===== src/rtl/legv8_ctrl_pkg.sv =====
// Shared types and constants for the LEGv8 multicycle control unit.
package legv8_ctrl_pkg;

    typedef enum logic [2:0] {
        S_FETCH   = 3'd0,
        S_DECODE  = 3'd1,
        S_EX_R    = 3'd2,
        S_EX_ADDR = 3'd3,
        S_MEM     = 3'd4,
        S_WB      = 3'd5,
        S_BRANCH  = 3'd6,
        S_TRAP    = 3'd7
    } state_e;

    typedef enum logic [2:0] {
        CLS_R    = 3'd0,
        CLS_LDUR = 3'd1,
        CLS_STUR = 3'd2,
        CLS_CBZ  = 3'd3,
        CLS_B    = 3'd4,
        CLS_ILL  = 3'd5
    } cls_e;

    // Opcode match patterns: (opcode & MASK) == VAL
    localparam logic [10:0] OP_R_VAL    = 11'b10001010000;
    localparam logic [10:0] OP_R_MASK   = 11'b10011110111;
    localparam logic [10:0] OP_LDUR_VAL = 11'b11111000010;
    localparam logic [10:0] OP_STUR_VAL = 11'b11111000000;
    localparam logic [10:0] OP_FULL_MSK = 11'b11111111111;
    localparam logic [10:0] OP_CBZ_VAL  = 11'b10110100000;
    localparam logic [10:0] OP_CBZ_MASK = 11'b11111111000;
    localparam logic [10:0] OP_B_VAL    = 11'b00010100000;
    localparam logic [10:0] OP_B_MASK   = 11'b11111100000;

    localparam logic [1:0] ALU_ADD   = 2'b00;
    localparam logic [1:0] ALU_PASSB = 2'b01;
    localparam logic [1:0] ALU_FUNCT = 2'b10;

    function automatic logic op_match(input logic [10:0] op,
                                      input logic [10:0] val,
                                      input logic [10:0] mask);
        return (op & mask) == val;
    endfunction

endpackage


===== src/rtl/legv8_opcode_classify.sv =====
// Pure combinational opcode -> instruction class decoder; first match wins.
module legv8_opcode_classify
    import legv8_ctrl_pkg::*;
(
    input  logic [10:0] i_opcode,
    output cls_e        o_class
);

    // Priority order R, LDUR, STUR, CBZ, B, else illegal
    always_comb begin
        o_class = CLS_ILL;
        if (op_match(i_opcode, OP_R_VAL, OP_R_MASK))             o_class = CLS_R;
        else if (op_match(i_opcode, OP_LDUR_VAL, OP_FULL_MSK))   o_class = CLS_LDUR;
        else if (op_match(i_opcode, OP_STUR_VAL, OP_FULL_MSK))   o_class = CLS_STUR;
        else if (op_match(i_opcode, OP_CBZ_VAL, OP_CBZ_MASK))    o_class = CLS_CBZ;
        else if (op_match(i_opcode, OP_B_VAL, OP_B_MASK))        o_class = CLS_B;
    end

endmodule


===== src/rtl/legv8_multicycle_control.sv =====
// Multicycle LEGv8 control FSM: fetch/decode/execute/mem/wb sequencing,
// memory wait watchdog and illegal-opcode trap.
module legv8_multicycle_control
    import legv8_ctrl_pkg::*;
#(
    parameter int WAIT_LIMIT = 255,
    parameter bit TRAP_EN    = 1'b1
) (
    input  logic        clk,
    input  logic        reset,
    input  logic [10:0] opcode,
    input  logic        zero,
    input  logic        imem_ready,
    input  logic        dmem_ready,
    output logic        imem_req,
    output logic        ir_write,
    output logic        pc_write,
    output logic        reg2loc,
    output logic        alu_src,
    output logic        mem_to_reg,
    output logic        reg_write,
    output logic        mem_read,
    output logic        mem_write,
    output logic        branch,
    output logic        uncond_branch,
    output logic [1:0]  alu_op,
    output logic        illegal_op,
    output logic        timeout,
    output logic [2:0]  state
);

    localparam int            CW     = $clog2(WAIT_LIMIT + 1);
    localparam logic [CW-1:0] LIM    = CW'(WAIT_LIMIT);
    localparam logic [CW-1:0] LIM_M1 = CW'(WAIT_LIMIT - 1);

    state_e        r_state, w_next;
    cls_e          r_class, w_class;
    logic [CW-1:0] r_cnt;
    logic          r_illegal, r_timeout;
    logic          w_set_ill, w_set_to, w_wait_exp;
    logic          w_imem_req, w_ir_write, w_pc_write, w_reg2loc, w_alu_src;
    logic          w_mem_to_reg, w_reg_write, w_mem_read, w_mem_write;
    logic          w_branch, w_uncond;
    logic [1:0]    w_alu_op;

    legv8_opcode_classify u_classify (
        .i_opcode (opcode),
        .o_class  (w_class)
    );

    // This is the last allowed wait cycle: a ready now is still accepted
    assign w_wait_exp = (r_cnt == LIM_M1);

    // State, class and sticky flag registers
    always_ff @(posedge clk or posedge reset) begin
        if (reset) begin
            r_state   <= S_FETCH;
            r_class   <= CLS_ILL;
            r_illegal <= 1'b0;
            r_timeout <= 1'b0;
        end else begin
            r_state <= w_next;
            if (r_state == S_DECODE) r_class <= w_class;
            if (w_set_ill) r_illegal <= 1'b1;
            if (w_set_to)  r_timeout <= 1'b1;
        end
    end

    // Saturating wait counter, cleared on any state change
    always_ff @(posedge clk or posedge reset) begin
        if (reset)
            r_cnt <= '0;
        else if (w_next != r_state)
            r_cnt <= '0;
        else if ((r_state == S_FETCH || r_state == S_MEM) && r_cnt != LIM)
            r_cnt <= r_cnt + 1'b1;
    end

    // Next-state logic and flag set strobes
    always_comb begin
        w_next    = r_state;
        w_set_ill = 1'b0;
        w_set_to  = 1'b0;
        case (r_state)
            S_FETCH: begin
                if (imem_ready) w_next = S_DECODE;
                else if (w_wait_exp) begin
                    w_next   = S_TRAP;
                    w_set_to = 1'b1;
                end
            end
            S_DECODE: begin
                case (w_class)
                    CLS_R:             w_next = S_EX_R;
                    CLS_LDUR, CLS_STUR: w_next = S_EX_ADDR;
                    CLS_CBZ, CLS_B:    w_next = S_BRANCH;
                    default: begin
                        if (TRAP_EN) begin
                            w_next    = S_TRAP;
                            w_set_ill = 1'b1;
                        end else begin
                            w_next = S_FETCH;
                        end
                    end
                endcase
            end
            S_EX_R:    w_next = S_WB;
            S_EX_ADDR: w_next = S_MEM;
            S_MEM: begin
                if (dmem_ready) w_next = (r_class == CLS_LDUR) ? S_WB : S_FETCH;
                else if (w_wait_exp) begin
                    w_next   = S_TRAP;
                    w_set_to = 1'b1;
                end
            end
            S_WB:     w_next = S_FETCH;
            S_BRANCH: w_next = S_FETCH;
            default:  w_next = S_TRAP;
        endcase
    end

    // Datapath control decode from state and latched class
    always_comb begin
        w_imem_req   = 1'b0;
        w_ir_write   = 1'b0;
        w_pc_write   = 1'b0;
        w_reg2loc    = 1'b0;
        w_alu_src    = 1'b0;
        w_mem_to_reg = 1'b0;
        w_reg_write  = 1'b0;
        w_mem_read   = 1'b0;
        w_mem_write  = 1'b0;
        w_branch     = 1'b0;
        w_uncond     = 1'b0;
        w_alu_op     = ALU_ADD;
        case (r_state)
            S_FETCH: begin
                w_imem_req = 1'b1;
                w_ir_write = imem_ready;
                w_pc_write = imem_ready;
            end
            S_EX_R: w_alu_op = ALU_FUNCT;
            S_EX_ADDR: begin
                w_alu_src = 1'b1;
                w_reg2loc = (r_class == CLS_STUR);
            end
            S_MEM: begin
                w_alu_src   = 1'b1;
                w_mem_read  = (r_class == CLS_LDUR);
                w_mem_write = (r_class == CLS_STUR);
            end
            S_WB: begin
                w_reg_write  = 1'b1;
                w_mem_to_reg = (r_class == CLS_LDUR);
            end
            S_BRANCH: begin
                w_alu_op   = ALU_PASSB;
                w_reg2loc  = 1'b1;
                w_branch   = (r_class == CLS_CBZ);
                w_uncond   = (r_class == CLS_B);
                w_pc_write = (r_class == CLS_B) | ((r_class == CLS_CBZ) & zero);
            end
            default: ;
        endcase
    end

    // Everything reads zero while reset is held
    assign imem_req      = w_imem_req   & ~reset;
    assign ir_write      = w_ir_write   & ~reset;
    assign pc_write      = w_pc_write   & ~reset;
    assign reg2loc       = w_reg2loc    & ~reset;
    assign alu_src       = w_alu_src    & ~reset;
    assign mem_to_reg    = w_mem_to_reg & ~reset;
    assign reg_write     = w_reg_write  & ~reset;
    assign mem_read      = w_mem_read   & ~reset;
    assign mem_write     = w_mem_write  & ~reset;
    assign branch        = w_branch     & ~reset;
    assign uncond_branch = w_uncond     & ~reset;
    assign alu_op        = w_alu_op     & {2{~reset}};
    assign illegal_op    = r_illegal    & ~reset;
    assign timeout       = r_timeout    & ~reset;
    assign state         = r_state      & {3{~reset}};

endmodule

===== config.mk =====
export PLATFORM = sky130hd
export DESIGN_NAME = legv8_multicycle_control
export DESIGN_NICKNAME = d
export VERILOG_FILES = /design/src/rtl/legv8_ctrl_pkg.sv /design/src/rtl/legv8_opcode_classify.sv /design/src/rtl/legv8_multicycle_control.sv
export SDC_FILE = /design/constraint.sdc
export NUM_CORES = 1
export LEC_CHECK = 0
export CAP_MARGIN = 20
export CORE_MARGIN = 2
export CORE_UTILIZATION = 41
export CTS_BUF_LIST = sky130_fd_sc_hd__clkbuf_2
export DETAILED_ROUTE_END_ITERATION = 7
export PLACE_DENSITY_LB_ADDON = 0.25
export SLEW_MARGIN = 40
export SYNTH_ARGS = -nofsm -noshare
export SYNTH_HDL_FRONTEND = slang
export SYNTH_SLANG_ARGS = --single-unit
export TNS_END_PERCENT = 1

===== constraint.sdc =====
create_clock -name clk -period 2.35 [get_ports clk]
set_input_delay 0.47 -clock clk [delete_from_list [all_inputs] [get_ports clk]]
set_output_delay 0.47 -clock clk [all_outputs]
set_load 0.02 [all_outputs]

==> results of run 1 <==
## final cells by class
type,instances,area (µm²)
Clock buffer,3,15.0
Clock inverter,1,3.75
Inverter,7,30.0
Timing Repair Buffer,45,404
Tap cell,31,38.8
Fill cell,257,1110
Sequential cell,16,403
Multi-Input combinational cell,116,757
## worst max path at each step
| stage | start | endpoint | slack, ps | depth (start not counted) |
|---|---|---|---|---|
| finish | reset | state[2] | 50 | 7 |
| global route | reset | state[2] | 3 | 7 |
| CTS | r_class[0] | mem_to_reg | 6 | 3 |
| detailed placement | reset | pc_write | -490 | 7 |
| global placement | reset | pc_write | -420 | 7 |
| floorplan | reset | pc_write | 40 | 5 |
## report_power, final
| group | leakage, nW | internal, mW | total (mW) | switching (mW) |
|---|---|---|---|---|
| sequential | 0.190 | 0.277 | 0.279 | 0.00184 |
| combinational | 0.512 | 0.0420 | 0.0745 | 0.0326 |
| clock | 0.0140 | 0.0370 | 0.123 | 0.0857 |
## cells by family (layout without fill, tap and decap cells)
kind of cell / after synthesis / after routing / share of synthesized area [%]
muxes: 1 / 1 / 0.847
adders and majority gates: 2 / 2 / 2.12
and+or+nand+nor: 76 / 76 / 36.6
buffers and inverters: 10 / 56 / 3.28
DFF: 16 / 16 / 34.1
AOI/OAI and AO/OA: 30 / 30 / 17.9
xor gates and xnor gates: 7 / 7 / 5.19
## cell usage after synthesis, types with 3 or more instances
cell      count
inv_1         6
nand2_1       8
xnor2_1       7
nand2b_1      3
dfrtp_1      14
nor3_1       17
nand3_1       9
a21oi_1       9
o21ai_0       9
nor2b_1       3
and2_1        3
nor2_1       15
## worst reg2reg max path: stages, from the launching register on
cell,delay [ps]
dfstp_2,600
or3b_4,420
nand3_1,100
nand3_1,150
a31oi_4,340
nor3_1,100
## state kept, by name (all words and copies together), names as in the netlist
register   flops
r_class        3
r_cnt          8
r_illegal      1
r_timeout      1
r_state        3
## metal layers
layer	vias up	part of all wire, %	global-route usage (%)
li1	617	-	-
met1	564	45	24.7
met2	31	51	36.7
met3	4	3.6	3.13
met4	0	0.98	6.98
met5	-	0	0
## through the flow
| stage | instances | hold slack, ps |
|---|---|---|
| 2_1_floorplan | 142 | 305 |
| 3_3_place_gp | 215 | 447 |
| 3_5_place_dp | 215 | 449 |
| 4_1_cts | 219 | 338 |
| 5_1_grt | 219 | 334 |
| 6_report | 219 | 359 |
## what timing repair did
action,in CTS,in global routing
endpoints found under the setup margin,16,5
resized for setup,15,8
pin swaps,0,2
==> out/qor.yml, run 1 <==
io_pins: 34
antenna_left: 0
postLayoutCoreUtil_pct: 59.9
syn2layout_area_growth_pct: 39.7
track_usage_pct: 20.4
numPortBuffers: 33
outcome: "finished, final reports clean"
die-area_um2: 3330
pre_cts_ws_ps: -488
crit_path_end_kind: "output pin"
synth_cell_type_count: 41
p_leak_nw: 0.716
fp-row-count: 19
post_cts_buffers: 0
final_cell_mix: "20 x clkdlybuf4s50_1, 16 x nor3_1, 15 x nor2_1"
final_common_cell: "clkdlybuf4s50_1"
path_common_cell: "buf_4"
worstSetupStartpointType: "primary input"
min_period_over_period_pct: 98.0
crit_chain: "dlygate4sd2_1 > clkinvlp_4 > nand2_1 > buf_4 > inv_1 > buf_4 > clkdlybuf4s50_1"
synth_area_um2: 1180
path_delay_family: "buffers and inverters"
grt_overflow: 0
die_w_um: 57.7
synth-main-ff-cell: "dfrtp_1"
grt_start_max_net_pins: 18
reg2reg_depth: 5
required_ps: 1880
synthDominantCellAreaShare_pct: 29.6
fin_crit_ps: 2300
first_pass_iters: 4
synth_fp_nets: 160
antenna_found_initial: 0
maxSlewHeadroom_pct: 72.2
drive_above_1_share_pct: 18.1
cts_tree: "done"
critical_path_class: "primary input to output pin"
placed_area_um2: 1650
worst_slack_ps: 46.7
antennaDiodeCount: 0
maxCapViolCount: 0
r2r_start: "r_class[0]"
grt_pass1_vias: 1227
rsz0062_at_grt: "false"
hold_viol: 0
ys_ff_latch: 16
power_density_nw_per_um2: 288
async_flop_share_pct: 100
fmax_mhz: 434
path_clk_slew_ps: 160
irDropWorstVdd_v: 0.000252
wl_per_cell_um: 14.0
final.setup.tns_ps: 0
synth_top_cell_by_area: "dfrtp_1"
route.detailed.drc: 0
root_buffer: "clkbuf_2"
arrival_ps: 1830
dp_hpwl_um: 2450
cts_buffers: 3
netlist_top_cells_area: "dfrtp_1 30%, nor3_1 7.2%, xnor2_1 5.2%"
first_iter_violations: 60
cts_max_path_buffers: 2
fin_worst_skew_ps: 9.69
gp_congestion: 0.886
clock_sinks: 16
cp_max_fo: 4
critPathSlowestCell: "clkdlybuf4s50_1"
hp-class: "primary input to asynchronous set/reset pin"
tightestPinTransition_ps: 417
drv_slew: 0
cp_num_buf_inv: 6
synthesis.instances: 142
final_nets: 207
h-tree-depth: 1
critical_path.max_stage_delay_ps: 590
yosys_warnings: 0
routed_wl_um: 3060
coreArea_um2: 2760
die_h_um: 57.7
yosysSeqAreaShare_pct: 34.1
setup_viol_count_final: 0
vias_per_cell: 5.55
synth_edf_count: 0
rrSetupSlack_ps: 530
vias: 1216
clk_latency_ps: 280
final_cell_area_um2: 1650
avgSynthCellArea_um2: 8.33
r2r_end: "r_cnt[6]"
start_util_pct: 42.9
grt_pass1_wl_um: 5400
power_uw: 476
cts_hold_buf: 0
Power figures use the tool's default switching activity.
==> inputs of run 2 (changes only) <==
--- a/config.mk
+++ b/config.mk
@@ -6,7 +6,7 @@
 export NUM_CORES = 1
 export LEC_CHECK = 0
 export CAP_MARGIN = 20
-export CORE_MARGIN = 2
+export CORE_MARGIN = 3
 export CORE_UTILIZATION = 41
 export CTS_BUF_LIST = sky130_fd_sc_hd__clkbuf_2
 export DETAILED_ROUTE_END_ITERATION = 7
==> run 2 against run 1 <==
Net effect: clock power is 8% higher; critical path depth stayed put; hold slack lost 6.0 ps; die area rose by 7.1%; core utilization increased by 3.7 points; power is 2.3% higher; combinational power grew 1%; register-to-register slack better by 30 ps.
==> out/qor.yml, run 2 (same netlist as run 1, synthesis figures left out) <==
fin_worst_skew_ps: 3.92
cts_hold_buf: 0
r2r_end: "r_cnt[0]"
vias: 1232
grt_pass1_vias: 1241
antenna_left: 0
wl_per_cell_um: 14.3
clk_latency_ps: 290
dp_hpwl_um: 2500
cp-startpoint: "reset"
path_clk_slew_ps: 150
required_ps: 1880
final_cell_area_um2: 1660
die_h_um: 59.7
grt_pass1_wl_um: 5380
antenna_found_initial: 0
final_nets: 208
worstSetupStartpointType: "primary input"
holdWs_ps: 353
h-tree-depth: 1
die-area_um2: 3560
track_usage_pct: 19.6
routed_wl_um: 3130
p_leak_nw: 0.697
vias_per_cell: 5.63
path_common_cell: "buf_4"
grt_start_max_net_pins: 18
setup_viol_count_final: 0
cts_max_path_buffers: 2
io_pins: 34
irDropWorstVdd_v: 0.000343
regMostFlops: "r_cnt"
gp_congestion: 0.919
critPathSlowestCell: "clkdlybuf4s50_1"
rrSetupSlack_ps: 560
first_iter_violations: 25
syn2layout_area_growth_pct: 40.5
start_util_pct: 45.3
drv_slew: 0
maxSlewHeadroom_pct: 70.7
numPortBuffers: 33
outcome: "finished, final reports clean"
cts_buffers: 3
crit_chain: "dlygate4sd2_1 > clkinvlp_4 > nand2_2 > buf_4 > inv_1 > buf_4 > clkdlybuf4s50_1"
cts_tree: "done"
placed_area_um2: 1660
largest_register_ffs: 8
coreArea_um2: 2610
critical_path_class: "primary input to output pin"
reg2reg_depth: 5
reg_top3: "r_cnt (8), r_class (3), r_state (3)"
fp-row-count: 18
antennaDiodeCount: 0
hold_viol: 0
arrival_ps: 1810
fin_crit_ps: 2280
seqCellArea_um2: 403
root_buffer: "clkbuf_2"
crit_path_end_kind: "output pin"
maxCapViolCount: 0
tightestPinTransition_ps: 433
drive_above_1_share_pct: 19.6
route.detailed.drc: 0
die_w_um: 59.7
fmax_mhz: 439
fill_cells: 239
clock_sinks: 16
final_common_cell: "clkdlybuf4s50_1"
min_period_over_period_pct: 96.8
final_cell_mix: "20 x clkdlybuf4s50_1, 16 x nor3_1, 15 x nor2_1"
multi_input_area_um2: 759
rsz0062_at_grt: "false"
first_pass_iters: 5
cp_max_fo: 4
r2r_start: "r_class[0]"
power_density_nw_per_um2: 293
hp-class: "primary input to asynchronous set/reset pin"
grt_overflow: 0
critical_path.max_stage_delay_ps: 580
run 2: layout make-up:
type / instances / share of cell area (%)
Clock buffer: 4 / 1.20
Inverter: 7 / 1.81
Multi-Input combinational cell: 116 / 45.7
Sequential cell: 16 / 24.2
Tap cell: 30 / 2.26
Timing Repair Buffer: 46 / 24.8
run 2: metrics by stage:
stage                     utilization [%]  total power [mW]  worst slack [ps]  TNS (ps)  std cells
after floorplan                         -             0.309              36.3         0        142
after global placement               63.4             0.358              -433     -2900        215
after detailed placement             63.4             0.359              -451     -3200        215
after global routing                 63.6             0.509              12.5         0        219
final                                63.6             0.487              74.6         0        219
after CTS                            63.7             0.496              31.7         0        219
run 2: repair_timing:
action | 4_1_cts | 5_1_grt
setup buffers | 0 | 0
gates resized for setup | 14 | 7
setup endpoints to repair | 15 | 4
run 2: worst max-delay path, delay by kind of cell:
| kind | cells | cell delay, ps |
|---|---|---|
| buf+inv | 6 | 1250 |
| simple gates | 1 | 80 |
run 2: report_power, final:
part	internal, mW	total [mW]	switching (mW)
registers	0.277	0.279	0.00177
logic	0.0420	0.0755	0.0335
clock network	0.0451	0.133	0.0876
total	0.364	0.487	0.123
run 2: routing by layer:
metal | vias to the layer above | global-route usage, % | routed length [µm] | part of all wire (%)
met1 | 564 | 22.7 | 1280 | 41
met3 | 10 | 3.02 | 214 | 6.8
met4 | 0 | 9.18 | 74 | 2.4
met5 | - | 0 | 0 | 0
li1 | 610 | - | - | -
met2 | 48 | 34.9 | 1560 | 50
run 2: worst max-delay path by stage:
stage | to | slack, ps | depth (start not counted)
detailed placement | pc_write | -450 | 7
global route | alu_src | 10 | 4
global placement | pc_write | -430 | 7
floorplan | pc_write | 40 | 5
finish | state[2] | 70 | 7
CTS | pc_write | 30 | 5
==> inputs of run 3 (changes only) <==
--- a/config.mk
+++ b/config.mk
@@ -10,7 +10,9 @@
 export CORE_UTILIZATION = 41
 export CTS_BUF_LIST = sky130_fd_sc_hd__clkbuf_2
 export DETAILED_ROUTE_END_ITERATION = 7
+export MAX_ROUTING_LAYER = met4
 export PLACE_DENSITY_LB_ADDON = 0.25
+export SKIP_LAST_GASP = 1
 export SLEW_MARGIN = 40
 export SYNTH_ARGS = -nofsm -noshare
 export SYNTH_HDL_FRONTEND = slang
==> run 3 against run 2 <==
Net effect: the run now ends with setup timing left; sequential cell count did not move; largest cell class unchanged; clock power grew 3%; first-iteration DRC count is 12% lower; via count rose by 0.65%; design area is 0.75% higher; die area unchanged; non-clock buffer count unchanged.
==> out/qor.yml, run 3 (same netlist as run 1, synthesis figures left out) <==
cp-startpoint: "reset"
h-tree-depth: 1
clock_sinks: 16
root_buffer: "clkbuf_2"
drv_slew: 0
fin_crit_ps: 2610
rsz0062_at_grt: "true"
pwr-share-comb_pct: 15.5
track_usage_pct: 20.1
critical_path_class: "primary input to output pin"
irDropWorstVdd_v: 0.000335
hold_viol: 0
clk_latency_ps: 300
post_cts_buffers: 0
grt_overflow: 0
tightestPinTransition_ps: 424
start_util_pct: 45.3
dp_hpwl_um: 2500
cts_tree: "done"
drive_above_1_share_pct: 17.5
route.detailed.drc: 0
fp-row-count: 18
holdWs_ps: 489
setup_viol_count_final: 11
fill_cells: 241
crit_chain: "clkdlybuf4s50_1 > clkinvlp_4 > nand2_1 > nor3b_4 > and4b_1 > a211o_1 > dlygate4sd2_1"
worstSetupStartpointType: "primary input"
maxCapViolCount: 0
largest_register_ffs: 8
p_leak_nw: 0.695
regMostFlops: "r_cnt"
cts_max_path_buffers: 2
final_nets: 208
fin_worst_skew_ps: 3.76
crit_path_end_kind: "output pin"
reg2reg_depth: 5
critPathSlowestCell: "clkdlybuf4s50_1"
antenna_left: 0
layout.cells.non_filler: 219
rrSetupSlack_ps: 550
power_uw: 492
sw_frac_of_total_pct: 25.9
reg_top3: "r_cnt (8), r_class (3), r_state (3)"
cp_max_fo: 3
worstHoldStart: "r_timeout"
required_ps: 1880
vias_per_cell: 5.66
grt_pass1_vias: 1239
path_clk_slew_ps: 150
p_clk_share_pct: 27.8
critical_path.max_stage_delay_ps: 530
antennaDiodeCount: 0
critPathCapture: "pc_write"
final_cell_mix: "26 x clkdlybuf4s50_1, 16 x nor3_1, 15 x nor2_1"
io_pins: 34
first_iter_violations: 22
maxSlewHeadroom_pct: 71.3
numPortBuffers: 33
hp-class: "flop to flop"
vias: 1240
sequentialPowerShare_pct: 56.7
gp_congestion: 0.935
violations: "setup timing"
arrival_ps: 2140
fmax_mhz: 383
cts_buffers: 3
grt_start_max_net_pins: 18
min_period_over_period_pct: 111
antenna_found_initial: 0
r2r_start: "r_class[0]"
coreArea_um2: 2610
outcome: "complete, but fails checks"
worst_slack_ps: -259
p_sw_uw: 127
first_pass_iters: 4
die_w_um: 59.7
die-area_um2: 3560
wl_per_cell_um: 14.4
p_int_uw: 365
routed_wl_um: 3160
final_common_cell: "clkdlybuf4s50_1"
power_density_nw_per_um2: 294
syn2layout_area_growth_pct: 41.6
r2r_end: "r_cnt[4]"
die_h_um: 59.7
dp_cells: 215
grt_pass1_wl_um: 5380
-- run 3: how the worst min path moves through the flow --
stage / end / slack, ps / depth (start not counted)
floorplan: r_class[1] / 310 / 1
global placement: r_illegal / 440 / 1
detailed placement: r_illegal / 450 / 1
CTS: r_illegal / 490 / 1
global route: r_timeout / 520 / 1
finish: r_timeout / 490 / 1
-- run 3: final cells by class --
class                   instances  area, µm²  area share [%]
multi-input cells             116        757            45.2
flip-flops and latches         16        403            24.1
clock buffers                   4       20.0            1.20
well taps                      30       37.5            2.24
repair buffers                 46        427            25.5
inverters                       7       30.0            1.79
-- run 3: worst max-delay path: cells and delay by family --
kind / cells / cell delay (ps)
compound gates: 1 / 290
buf+inv: 3 / 970
simple gates: 3 / 410
-- run 3: power by group through the flow --
stage / Combinational (mW) / Clock (mW) / Sequential (mW)
final: 0.0763 / 0.137 / 0.279
after global routing: 0.0814 / 0.148 / 0.280
after CTS: 0.0756 / 0.140 / 0.279
after detailed placement: 0.0752 / 0 / 0.284
after global placement: 0.0735 / 0 / 0.284
after floorplan: 0.0255 / 0 / 0.284
-- run 3: timing repair --
action,4_1_cts,5_1_grt
gates cloned,0,0
hold buffers,0,0
setup endpoints to repair,15,17
resized for setup,6,2
-- run 3: layer usage --
layer	track usage (%)	vias up	share of wire (%)
met5	-	-	0
met2	34.6	44	49
met3	2.81	13	6.4
li1	-	612	-
met4	9.18	0	3.1
met1	22.9	571	42
-- run 3: per-stage QoR --
| stage | utilization [%] | TNS, ps | instance area [µm²] | setup slack, ps |
|---|---|---|---|---|
| 3_5_place_dp | 63.4 | -3200 | 1660 | -451 |
| 2_1_floorplan | - | 0 | 1200 | 36.3 |
| 5_1_grt | 64.1 | -2630 | 1670 | -296 |
| 4_1_cts | 63.8 | -2040 | 1670 | -247 |
| 6_report | 64.1 | -1670 | 1670 | -259 |
| 3_3_place_gp | 63.4 | -2900 | 1660 | -433 |
==> variant 1 (settings of run 2) <==
Register the output `timeout`, cleared by the reset; this adds one clock of latency there. The other outputs are not delayed to match.
--- a/src/rtl/legv8_multicycle_control.sv
+++ b/src/rtl/legv8_multicycle_control.sv
@@ -178,7 +178,13 @@
     assign uncond_branch = w_uncond     & ~reset;
     assign alu_op        = w_alu_op     & {2{~reset}};
     assign illegal_op    = r_illegal    & ~reset;
-    assign timeout       = r_timeout    & ~reset;
+    always_ff @(posedge clk or posedge reset) begin
+        if (reset) begin
+            timeout <= '0;
+        end else begin
+            timeout <= r_timeout    & ~reset;
+        end
+    end
     assign state         = r_state      & {3{~reset}};
 
 endmodule
Formal check against the unedited RTL: same outputs for any inputs over 10 cycles, from zero or initial values and one cycle with reset high; that may be too few to reach the edited logic, so the function may still have changed.
==> variant 1 against run 2 <==
  * Sequential cell count increased by 1
  * Critical path depth decreased by 4
  * Synthesized area increased by 2.9%
  * Design area increased by 4.4%
  * First-iteration DRC count increased by 8.0%
  * Routed wire length increased by 3.2%
  * Setup slack improved by 46 ps
  * Critical path type is now register to output pin
  * Critical endpoint is now mem_read
  * Highest routed layer unchanged
Power is left out: it rests on default switching activity, and per cell area and clock period it moved more than threefold.
==> variant 1: results (changes against run 2) <==
- Post-DP HPWL: 2660 µm (was 2500 µm)
- Slowest CP cell: dfstp_2 (was clkdlybuf4s50_1)
- Synth Net Count: 170 (was 160)
- Yosys cell types: 42 (was 41)
- H-tree depth: 1 (unchanged)
- Vias per cell: 5.31 (was 5.63)
- CTS root buf: clkbuf_2 (unchanged)
- First-pass GRT wire length: 5240 µm (was 5380 µm)
- Vias in the first global route: 1,209 (was 1,241)
- Initial DRC count: 27 (was 25)
- Inst Count DP: 232 (was 215)
- Layout cells sized above 1: 0.220 (was 0.196)
- FF-to-FF setup slack: 240 ps (was 560 ps)
- Top flop regs: r_cnt: 8 flops, r_class: 3 flops, r_state: 3 flops (unchanged)
- Synth warnings: 0 (unchanged)
- CTS buffer count: 3 (unchanged)
- Max incr delay on CP: 580 ps (about the same)
- Overall Global Routing Usage: 0.185 (was 0.196)
- Drt pass-1 iters: 4 (was 5)
- GP Congestion: 0.860 (was 0.919)
- Post-CTS Setup Repair Bufs: 0 (unchanged)
- Status: finished, final reports clean (unchanged)
- Top post-synthesis cells by count: nor2_1, nand2_1, dfrtp_1 (was nor3_1, nor2_1, dfrtp_1)
- Worst slew pin tran: 455 ps (was 433 ps)
- WL/cell: 13.7 µm (was 14.3 µm)
- Sequential element share of the synthesized area: 0.352 (was 0.341)
- Top cells by area, synth: dfrtp_1, nor2_1, nand2_1, dfstp_2, nand3_1 (was dfrtp_1, nor3_1, xnor2_1, nor2_1, dfstp_2)
- Hold WC Path Type: input pin to asynchronous set/reset pin (unchanged)
- Layout Cells excl Fill: 236 (was 219)
- Antenna violations before repair: 0 (unchanged)
- Crit Path Max Fanout: 5 (was 4)
- Synth Instances: 152 (was 142)
- Fin nets: 224 (was 208)
- Placed instance area: 1730 µm² (was 1660 µm²)
- Fin Clk Skew: 21.0 ps (was 3.92 ps)
- Largest net degree at the start of global routing: 19 (was 18)
- Worst-path clk slew: 180 ps (was 150 ps)
- Longest Clk Path Bufs: 2 (unchanged)
- Number of fillers in the final layout: 258 (was 239)
- Ant. Diodes: 0 (unchanged)
- Worst reg-to-reg path cell count: 7 (was 5)
## variant 1: cell types whose count changed after synthesis, sizes merged, moves of 4 or more
cell | run 2 | this run
nand2 | 8 | 18
nor2 | 15 | 24
xor2 | 0 | 4
a21oi | 9 | 4
nor3 | 17 | 5
## variant 1: final timing paths
path                            start         end
min                             reset     timeout
max reg2reg                r_class[0]    r_cnt[1]
min reg2reg                 r_illegal   r_illegal
min in group clk            r_illegal   r_illegal
max                        r_class[0]    mem_read
max in group asynchronous       reset  r_class[0]
## variant 1: layer usage
metal  GRT usage  vias up  part of all wire
met4      0.0557        0            0.0053
met5           0        -                 0
li1            -      641                 -
met3      0.0191        2             0.051
met2       0.344       28              0.52
met1       0.225      581              0.43
## variant 1: cells by family after synthesis
family                   synth area share
XOR/XNOR                           0.0576
buffers and inverters              0.0370
AND/OR/NAND/NOR                     0.368
flip-flops                          0.352
multiplexers                       0.0113
AO/OA/AOI/OAI                       0.153
adder cells (fa/ha/maj)            0.0206
## variant 1: repair_timing
item	CTS	global route
resized for setup	19	9
endpoints found under the setup margin	16	6
hold endpoints to repair	0	0
hold buffers	0	0
## variant 1: metrics by stage
step | utilization | hold WS [ps] | worst slack [ps] | setup TNS (ps)
finish | 0.624 | 325 | 120 | 0
global route | 0.624 | 318 | 5.16 | 0
CTS | 0.626 | 323 | 3.37 | 0
detailed placement | 0.622 | 461 | -397 | -4000
global placement | 0.622 | 463 | -365 | -2960
floorplan | - | 311 | 120 | 0
## variant 1: final cells by class
class                           instances  area [µm²]  area share
Clock buffer                            3        15.0     0.00865
Sequential cell                        17         432       0.249
Clock inverter                          1        5.00     0.00288
Inverter                                7        30.0      0.0173
Multi-Input combinational cell        124         752       0.433
Tap cell                               31        38.8      0.0224
Timing Repair Buffer                   53         463       0.267
## variant 1: worst max-delay path, delay by kind of cell (launching register included)
family | cells | cell delay, ps
AND/OR/NAND/NOR | 2 | 670
flip-flops | 1 | 580
buffers and inverters | 1 | 230
==> variant 2 (settings of run 2) <==
Made on the original files. The parameter `WAIT_LIMIT` goes from 255 to 510.
--- a/src/rtl/legv8_multicycle_control.sv
+++ b/src/rtl/legv8_multicycle_control.sv
@@ -3,7 +3,7 @@
 module legv8_multicycle_control
     import legv8_ctrl_pkg::*;
 #(
-    parameter int WAIT_LIMIT = 255,
+    parameter int WAIT_LIMIT = 510,
     parameter bit TRAP_EN    = 1'b1
 ) (
     input  logic        clk,
Function: same outputs for any inputs over 10 cycles, from zero or initial values and one cycle with reset high; that may be too few to reach the edited logic, so the function may still have changed.
==> variant 2 against run 2 <==
  * Final cell count increased by 3.2%
  * Routed wire length grew 6.1%
  * Synthesized cell count rose by 1.4%
  * Total power is 1.2% higher
  * Design area increased by 3.8%
  * Setup slack worse by 41 ps
  * Synthesized area grew 6.3%
  * Sequential cell count grew 1
  * Critical path type is now register to output pin
  * Largest cell class unchanged
==> variant 2: results (changes against run 2) <==
- Worst skew pair latency: 310 ps (was 290 ps)
- Top cells by area, synth: dfrtp_1, dfstp_2, xor2_1, a21oi_1, ha_1 (was dfrtp_1, nor3_1, xnor2_1, nor2_1, dfstp_2)
- Largest delay share family, worst path: simple AND/OR/NAND/NOR gates (was buffers and inverters)
- Mux contribution to synthesized area: 0.00896 (was 0.00847)
- Multi-input gate area: 772 µm² (was 759 µm²)
- Fin Clk Skew: 3.05 ps (was 3.92 ps)
- M2 GR Usage: 0.332 (was 0.349)
- Post-synthesis xor/xnor area fraction: 0.0418 (was 0.0519)
- M1 GR Usage: 0.219 (was 0.227)
- Number of fillers in the final layout: 254 (was 239)
- Crit Path Max Fanout: 3 (was 4)
- Worst-path clk slew: 170 ps (was 150 ps)
- Met2 WL: 1680 µm (was 1560 µm)
- Routed WL: 3320 µm (was 3130 µm)
- WL/cell: 14.7 µm (was 14.3 µm)
- Maximum VDD drop: 0.265 mV (was 0.343 mV)
- Layout cells sized above 1: 0.251 (was 0.196)
- Met1 Wirelength: 1380 µm (was 1280 µm)
- Overall Global Routing Usage: 0.185 (was 0.196)
- Placed instance area: 1740 µm² (was 1660 µm²)
- Met3 usage: 0.0273 (was 0.0302)
- P_leak: 0.000795 µW (was 0.000697 µW)
- Worst slew pin tran: 512 ps (was 433 ps)
- Post-synthesis compound-gate area fraction: 0.192 (was 0.179)
- Net Sw Frac: 0.253 (was 0.252)
- First-pass GRT wire length: 5240 µm (was 5380 µm)
- Clk pwr share: 0.276 (was 0.272)
- Met3 Wirelength: 203 µm (was 214 µm)
- Sequential element share of the synthesized area: 0.340 (was 0.341)
- Top post-synthesis cells by count: dfrtp_1, nand2_1, nor2_1 (was nor3_1, nor2_1, dfrtp_1)
- Adder-cell share of the synthesized area: 0.0299 (was 0.0212)
- Arrival time at the worst endpoint: 1850 ps (was 1810 ps)
- Slowest CP cell: dfstp_2 (was clkdlybuf4s50_1)
- Yosys cell types: 52 (was 41)
- Post-DP HPWL: 2680 µm (was 2500 µm)
- Synth Instances: 144 (was 142)
- Status: finished, final reports clean (unchanged)
[variant 2: changes by cell type in the layout (fill, tap and decap cells not counted), moves of 5 or more]
cell,before,now
nor3_1,16,5
xnor2_1,7,1
buf_4,13,21
clkdlybuf4s50_1,20,15
xor2_1,0,5
nor2_1,15,10
[variant 2: worst paths after layout]
check                            from          to  slack [ps]  depth (start not counted)
min in group asynchronous       reset    r_cnt[7]         610                          4
max in group asynchronous       reset  r_class[2]        1490                          4
min reg2reg                 r_timeout   r_timeout         480                          1
max reg2reg                r_class[0]    r_cnt[1]         360                          5
max                        r_class[0]    mem_read          30                          3
min                         r_timeout   r_timeout         480                          1
[variant 2: repair_timing]
item,in CTS,in global routing
pin swaps,0,0
cloned,0,0
hold buffers,0,0
resized for setup,28,13
endpoints found under the setup margin,15,11
[variant 2: layout make-up]
cell class,instances,area share
timing repair buffer,52,0.253
clock inverter,1,0.00290
clock buffer,3,0.00871
sequential,17,0.248
inverter,8,0.0174
multi-input combinational,114,0.448
tap,31,0.0225
